### config.mk
export PLATFORM = sky130hd
export DESIGN_NAME = cr16_control_fsm
export DESIGN_NICKNAME = d
export VERILOG_FILES = /design/src/rtl/cr16_control_fsm.sv
export SDC_FILE = /design/constraint.sdc
export NUM_CORES = 1
export LEC_CHECK = 0
export ABC_AREA = 1
export CAP_MARGIN = 20
export CORE_MARGIN = 1.5
export CORE_UTILIZATION = 37
export DETAILED_ROUTE_END_ITERATION = 6
export PLACE_DENSITY = 0.61
export SYNTH_ARGS = -nofsm -noshare
export SYNTH_HDL_FRONTEND = slang
export SYNTH_SLANG_ARGS = --single-unit
export TNS_END_PERCENT = 10
### constraint.sdc
create_clock -name I_CLK -period 3.46 [get_ports I_CLK]
set_input_delay 1.038 -clock I_CLK [delete_from_list [all_inputs] [get_ports I_CLK]]
set_output_delay 1.038 -clock I_CLK [all_outputs]
set_load 0.05 [all_outputs]
### src/rtl/cr16_control_fsm.sv
//------------------------------------------------------------------------------
// cr16_control_fsm
// Multi-cycle FETCH / DECODE / EXEC controller for the CompactRISC16 core.
// Fetches 16-bit instructions over a request/valid handshake, decodes them into
// datapath controls that are valid for one EXEC cycle, owns the program
// counter and resolves conditional branches from the datapath flags.
//
// Optional feature macro: CR16_CTRL_ILLEGAL_TRAP_EN
//   defined   : op D/E halts the core and raises O_ILLEGAL (PC holds).
//   undefined : op D/E executes as a NOP and the O_ILLEGAL port is absent.
//------------------------------------------------------------------------------
`timescale 1ns/1ps

module cr16_control_fsm #(
    parameter logic [15:0] RESET_PC = 16'h0000
) (
    input  logic        I_CLK,
    input  logic        I_RESET,
    output logic [15:0] O_MEM_ADDR,
    output logic        O_MEM_REQ,
    input  logic [15:0] I_MEM_RDATA,
    input  logic        I_MEM_RVALID,
    input  logic [4:0]  I_FLAGS,
    output logic [15:0] O_REG_ENABLE,
    output logic [3:0]  O_OPCODE,
    output logic        O_ALU_ENABLE,
    output logic [3:0]  O_READ_PORT_A_SEL,
    output logic [3:0]  O_READ_PORT_B_SEL,
    output logic [15:0] O_IMMEDIATE,
    output logic        O_IMM_SEL,
    output logic        O_HALTED
`ifdef CR16_CTRL_ILLEGAL_TRAP_EN
    ,
    output logic        O_ILLEGAL
`endif
);

    // Major opcode values
    localparam logic [3:0] OP_RTYPE      = 4'h0;
    localparam logic [3:0] OP_LAST_LOGIC = 4'h3;
    localparam logic [3:0] OP_LAST_ITYPE = 4'hB;
    localparam logic [3:0] OP_BRANCH     = 4'hC;
    localparam logic [3:0] OP_HALT       = 4'hF;

    // ALU opcode that only updates flags
    localparam logic [3:0] ALU_CMP = 4'hB;

    // Branch condition codes
    localparam logic [3:0] COND_EQ     = 4'h0;
    localparam logic [3:0] COND_NE     = 4'h1;
    localparam logic [3:0] COND_CS     = 4'h2;
    localparam logic [3:0] COND_CC     = 4'h3;
    localparam logic [3:0] COND_LT     = 4'h4;
    localparam logic [3:0] COND_GE     = 4'h5;
    localparam logic [3:0] COND_ALWAYS = 4'hE;

    // Flag bit positions inside I_FLAGS
    localparam int FLAG_C = 0;
    localparam int FLAG_Z = 3;
    localparam int FLAG_N = 4;

    typedef enum logic [1:0] {
        ST_FETCH,
        ST_DECODE,
        ST_EXEC,
        ST_HALT
    } state_t;

    // What the EXEC cycle of the current instruction does to PC and state
    typedef enum logic [2:0] {
        K_ALU,
        K_BRANCH,
        K_HALT,
        K_ILLEGAL,
        K_NOP
    } kind_t;

    state_t      state;
    state_t      state_next;
    logic [15:0] pc;
    logic [15:0] pc_next;
    logic [15:0] ir;

    // Instruction fields
    logic [3:0]  ir_op;
    logic [3:0]  ir_rd;
    logic [3:0]  ir_ext;
    logic [3:0]  ir_rs;
    logic [7:0]  ir_imm8;
    logic [15:0] imm_ext;
    logic [15:0] rd_onehot;

    // Decoded controls (combinational from IR)
    kind_t       dec_kind;
    logic [3:0]  dec_opcode;
    logic [3:0]  dec_a_sel;
    logic [3:0]  dec_b_sel;
    logic [15:0] dec_imm;
    logic        dec_imm_sel;
    logic        dec_alu_en;
    logic [15:0] dec_reg_en;

    // Control registers latched in DECODE, presented in EXEC
    kind_t       ctl_kind;
    logic [3:0]  ctl_opcode;
    logic [3:0]  ctl_a_sel;
    logic [3:0]  ctl_b_sel;
    logic [15:0] ctl_imm;
    logic        ctl_imm_sel;
    logic        ctl_alu_en;
    logic [15:0] ctl_reg_en;

    logic [3:0]  branch_cond;
    logic        cond_met;
    logic [15:0] pc_plus_one;
    logic [15:0] branch_target;
    logic        in_exec;
    logic        unused_flags;

    assign ir_op   = ir[15:12];
    assign ir_rd   = ir[11:8];
    assign ir_ext  = ir[7:4];
    assign ir_rs   = ir[3:0];
    assign ir_imm8 = ir[7:0];

    // Logical immediates (AND/OR/XOR style ops 1..3) zero-extend; every other
    // user of imm8, including the branch displacement, sign-extends.
    assign imm_ext   = (ir_op >= 4'h1 && ir_op <= OP_LAST_LOGIC) ?
                       {8'h00, ir_imm8} : {{8{ir_imm8[7]}}, ir_imm8};
    assign rd_onehot = 16'h0001 << ir_rd;

    // Condition code travels in the rd field, which is latched as port A select
    assign branch_cond   = ctl_a_sel;
    assign pc_plus_one   = pc + 16'd1;
    assign branch_target = pc + ctl_imm;
    assign in_exec       = (state == ST_EXEC);

    // L and F flags are not used by any branch condition
    assign unused_flags = ^I_FLAGS[2:1];

    // Decode the instruction register into datapath controls
    // NOTE: every always_comb output gets a default first so no path can infer a latch.
    always_comb begin
        dec_kind    = K_NOP;
        dec_opcode  = 4'h0;
        dec_a_sel   = ir_rd;
        dec_b_sel   = ir_rs;
        dec_imm     = imm_ext;
        dec_imm_sel = 1'b0;
        dec_alu_en  = 1'b0;
        dec_reg_en  = 16'h0000;
        if (ir_op == OP_RTYPE) begin
            dec_kind   = K_ALU;
            dec_opcode = ir_ext;
            dec_alu_en = 1'b1;
            dec_reg_en = (ir_ext == ALU_CMP) ? 16'h0000 : rd_onehot;
        end else if (ir_op <= OP_LAST_ITYPE) begin
            dec_kind    = K_ALU;
            dec_opcode  = ir_op;
            dec_b_sel   = ir_rd;
            dec_imm_sel = 1'b1;
            dec_alu_en  = 1'b1;
            dec_reg_en  = (ir_op == ALU_CMP) ? 16'h0000 : rd_onehot;
        end else begin
            case (ir_op)
                OP_BRANCH: dec_kind = K_BRANCH;
                OP_HALT:   dec_kind = K_HALT;
`ifdef CR16_CTRL_ILLEGAL_TRAP_EN
                default:   dec_kind = K_ILLEGAL;
`else
                default:   dec_kind = K_NOP;
`endif
            endcase
        end
    end

    // Evaluate the branch condition against the flags present during EXEC
    always_comb begin
        cond_met = 1'b0;
        case (branch_cond)
            COND_EQ:     cond_met = I_FLAGS[FLAG_Z];
            COND_NE:     cond_met = ~I_FLAGS[FLAG_Z];
            COND_CS:     cond_met = I_FLAGS[FLAG_C];
            COND_CC:     cond_met = ~I_FLAGS[FLAG_C];
            COND_LT:     cond_met = I_FLAGS[FLAG_N];
            COND_GE:     cond_met = ~I_FLAGS[FLAG_N];
            COND_ALWAYS: cond_met = 1'b1;
            default:     cond_met = 1'b0;
        endcase
    end

    // Next-state and next-PC selection
    always_comb begin
        state_next = state;
        pc_next    = pc;
        case (state)
            ST_FETCH: begin
                if (I_MEM_RVALID) begin
                    state_next = ST_DECODE;
                end
            end
            ST_DECODE: begin
                state_next = ST_EXEC;
            end
            ST_EXEC: begin
                case (ctl_kind)
                    K_HALT, K_ILLEGAL: begin
                        state_next = ST_HALT;
                    end
                    K_BRANCH: begin
                        state_next = ST_FETCH;
                        pc_next    = cond_met ? branch_target : pc_plus_one;
                    end
                    default: begin
                        state_next = ST_FETCH;
                        pc_next    = pc_plus_one;
                    end
                endcase
            end
            default: begin
                state_next = ST_HALT;
            end
        endcase
    end

    // State, PC and instruction register
    // NOTE: sequential state uses non-blocking assignments so every flop samples pre-edge values.
    always_ff @(posedge I_CLK or posedge I_RESET) begin
        if (I_RESET) begin
            state <= ST_FETCH;
            pc    <= RESET_PC;
            ir    <= 16'h0000;
        end else begin
            state <= state_next;
            pc    <= pc_next;
            if (state == ST_FETCH && I_MEM_RVALID) begin
                ir <= I_MEM_RDATA;
            end
        end
    end

    // Latch decoded controls during DECODE so they are stable through EXEC
    // NOTE: control registers are reset so every output reads 0 straight out of reset.
    always_ff @(posedge I_CLK or posedge I_RESET) begin
        if (I_RESET) begin
            ctl_kind    <= K_NOP;
            ctl_opcode  <= 4'h0;
            ctl_a_sel   <= 4'h0;
            ctl_b_sel   <= 4'h0;
            ctl_imm     <= 16'h0000;
            ctl_imm_sel <= 1'b0;
            ctl_alu_en  <= 1'b0;
            ctl_reg_en  <= 16'h0000;
        end else if (state == ST_DECODE) begin
            ctl_kind    <= dec_kind;
            ctl_opcode  <= dec_opcode;
            ctl_a_sel   <= dec_a_sel;
            ctl_b_sel   <= dec_b_sel;
            ctl_imm     <= dec_imm;
            ctl_imm_sel <= dec_imm_sel;
            ctl_alu_en  <= dec_alu_en;
            ctl_reg_en  <= dec_reg_en;
        end
    end

`ifdef CR16_CTRL_ILLEGAL_TRAP_EN
    logic illegal_q;

    // Sticky illegal-op trap flag, cleared only by reset
    always_ff @(posedge I_CLK or posedge I_RESET) begin
        if (I_RESET) begin
            illegal_q <= 1'b0;
        end else if (in_exec && ctl_kind == K_ILLEGAL) begin
            illegal_q <= 1'b1;
        end
    end

    assign O_ILLEGAL = illegal_q;
`endif

    // Fetch request drops the instant reset is asserted, even mid-fetch
    assign O_MEM_ADDR = pc;
    assign O_MEM_REQ  = (state == ST_FETCH) && !I_RESET;

    // Write/ALU strobes are only live in the single EXEC cycle
    assign O_REG_ENABLE      = in_exec ? ctl_reg_en : 16'h0000;
    assign O_ALU_ENABLE      = in_exec & ctl_alu_en;
    assign O_IMM_SEL         = in_exec & ctl_imm_sel;
    assign O_OPCODE          = in_exec ? ctl_opcode : 4'h0;
    assign O_READ_PORT_A_SEL = ctl_a_sel;
    assign O_READ_PORT_B_SEL = ctl_b_sel;
    assign O_IMMEDIATE       = ctl_imm;
    assign O_HALTED          = (state == ST_HALT);

endmodule

==> results.md <==
* Main combinational cell family by area after synthesis: simple AND/OR/NAND/NOR gates
* Die height at around 120 µm
* Crit end category: output pin
* Drt total wl at 12100 µm
* Num CTS Buffers at 9
* Largest net degree at the start of global routing at 77
* Clk buf depth at 2
* Antenna-violating nets left at 0
* Total GRT Usage at 18.5%
* Final Total Pwr at 6.37 mW
* Post-CTS Setup Inserts at 0
* P&R area growth vs syn at 25.4%
* Global-route wire length before repair at around 21000 µm
* Synthesis-stage register bit count at 76
* Critical Path Slowest Stage Cell: clkdlybuf4s50_1
* Core Area at 12700 µm²
* Post-cts resize count at 0
* Vias in the first global route at 4305
* Top post-synthesis cells by area: dfrtp_1 39%, nand2_1 13%, inv_1 6.2%
* Post-synth top flop: dfrtp_1
* Clock transition at path regs at 0.06 ns
* RSZ-0062 raised after global routing: false
* TritonCTS Sinks at 76
* Critical Path Fanout Max at 23
* YS warnings at 0
* Via density at 4.80
* Most frequent cell after synthesis: nand2_1
* Crit-path leading delay family: buffers and inverters
* Max-cap violations at 0
* Leakage dissipation at 2.87 nW
* Post-synth top area share at 38.6%
* CP Cell Sequence: inv_2 > nor2_1 > inv_2 > nor2_1 > clkdlybuf4s50_1
* Ys async rst share at 100%
* Cell count along the critical path at 5
* Pwr dens at 1040 nW/µm²
* Relative slew slack at 45.4%
* Top cell type by total area after synthesis: dfrtp_1
* Hold WS at 0.479 ns
* Fillers at approximately 1.3k
* Multi-input gate area at 2460 µm²
* Post-synth EDFFs at 0
* Skew-Pair Late Insertion Delay at ~0.34 ns
* Number of port buffers at 85
* Register area at 1900 µm²
* Hold buffer count at CTS at 0
* Final setup fails at 0
* Max Slew Vio Count at 0
* Yosys cell types at 43
* Cells after synthesis at 647
* Residual DRC count at 0
* Min-Delay Path Depth at 2
* Post-DP HPWL at 9090 µm
* Initial Util at 38.3%
* R2R cell count at 12
* DR iter-0 viols at 256
* Simple-gate area share of the yosys netlist at between 30% and 40%
* Final hold viol count at 0
* # nets final at 766
* Startpoint types: register
* Antenna violations before repair at 0
* Post-Syn Nets at 688
* Synthesized area at just under 5000 µm²
* Hold Startpoint: O_READ_PORT_B_SEL[2]$_DFFE_PP0N_
* CTS tree: built
* Avg Inst Size Synth at about 7.5 µm²
* Die area at 13900 µm²
* Period minus WS final at 3.17 ns
* Top cells by count, synth: 174 x nand2_1, 81 x inv_1, 75 x dfrtp_1, 59 x nand3_1, 55 x nor2_1
* Diodes inserted at 0
* R2r setup slk at approximately 1.3 ns
* HP Class: reg -> reg
* CTS H-tree lvls at 3
* Root buf cell: clkbuf_16
* CP peak stage delay at 0.82 ns
* Vias at between 4k and 5k
* Worst r2r dst: O_MEM_ADDR[14]$_DFFE_PP0P_
* Max Fclk at ~0.32 GHz
* Setup crit start: state[1]$_DFFE_PP0P_
* Worst endpoint data arrival time at approximately 2.1 ns
* Routed len/inst at 13.4 µm
* Finished Core Util at 48.0%
* Post-Synth Adder-Cell Area at 4.52%
* GP Congestion at 0.850
* WP data required at 2.42 ns
* Post-synthesis sequential area ratio at 39.1%
* Layout cells sized above 1 at between 10% and 20%
* Gr ovfl total at 0
* Worst r2r src: O_IMMEDIATE[14]$_DFFE_PP0N_
* Site Rows at 41
* Final period utilization at 91.6%
* Post-synthesis mux area share at 2.78%
* Xor/xnor share of the synthesized area at 2.88%
* Crit Path Category: reg -> out
* Setup tns final at 0 ns
* Hold Path Sink: O_READ_PORT_B_SEL[2]$_DFFE_PP0N_
* Drt pass-1 iters at 5
* Die W at 118 µm
* Maximum vdd drop at 0.000445 V
* Worst Path Buf+Inv at 3
* Worst Tran Pin Value at 0.817 ns
* Io pins at 88
* Status: completed
* Post-route clock skew at 0.0104 ns
* Synth Area in Compound Gates at 8.74%
[logic make-up after synthesis]
group | count (synthesis)
adders and majority gates | 17
DFF | 76
buffers and inverters | 118
muxes | 12
and+or+nand+nor | 341
AOI/OAI and AO/OA | 67
xor gates and xnor gates | 16
[area by class of cell]
cell class              count  share of cell area [%]
inverters                  97                    5.96
well taps                 172                    3.53
flip-flops and latches     76                    31.2
clock buffers              12                    3.87
multi-input cells         453                    40.3
clock inverters             4                   0.451
repair buffers             88                    14.7
[registers in the layout (all words and copies together) (netlist names)]
name               flops
ctl_kind               3
O_MEM_ADDR            16
ir                    16
O_READ_PORT_B_SEL      4
ctl_opcode             4
ctl_alu_en             1
O_IMMEDIATE            9
ctl_imm_sel            1
ctl_reg_en            16
state                  2
O_READ_PORT_A_SEL      4
[through the flow]
stage / setup slack [ns] / cell area [µm²] / instances
after global routing: 0.163 / 6100 / 902
final: 0.289 / 6100 / 902
after CTS: 0.275 / 6100 / 902
after floorplan: 0.339 / 4870 / 647
after global placement: 0.474 / 5840 / 886
after detailed placement: 0.481 / 5840 / 886
[per-layer routing]
layer / part of all wire, % / up-vias / track usage (%)
li1: - / 2208 / -
met1: 47 / 1985 / 23.9
met2: 47 / 120 / 31.1
met3: 5.7 / 13 / 4.02
met4: 1.2 / 0 / 5.41
met5: 0 / - / 0
[how the worst max path moves through the flow]
stage,to,slack (ns)
after floorplan,O_MEM_REQ,0.34
after global placement,O_MEM_REQ,0.47
after detailed placement,O_MEM_REQ,0.48
after CTS,O_OPCODE[3],0.27
after global routing,O_OPCODE[2],0.16
final,O_OPCODE[3],0.29
[tightest hold or removal path: stages, from the launching register on]
cell	delay, ns
dfrtp_1	0.34
nand2_1	0.05
nand2_1	0.05
[layout by cell type, fill, tap and decap left out, types with 2 or more instances in the layout]
cell type and count:
o21ai_1 13, mux2_2 12, nor3_1 14, o221ai_1 3, o22ai_1 6, xor2_1 7, clkinv_1 2, inv_1 80
nor2_4 8, clkbuf_16 9, nand3_2 2, o21ai_0 8, dfrtp_1 75, nor2_2 7, a21oi_2 3, clkinv_2 2
a21oi_1 23, nand3_1 59, nand2_1 174, clkinv_4 2, buf_12 2, nand4_1 7, nand3b_1 4, or2_2 2
clkdlybuf4s50_1 84, nand2_2 5, clkbuf_1 3, o21bai_1 3, nand2_4 2, inv_2 15, xnor2_1 9, o211ai_2 3
ha_1 16, nor2_1 55, buf_4 2
[report_power, final]
part	internal [mW]	switching (mW)	total (mW)
sequential	1.28	0.441	1.72
combinational	1.29	2.51	3.80
clock	0.486	0.365	0.851
total	3.06	3.31	6.37
No activity file was read; power rests on OpenSTA's default activity.
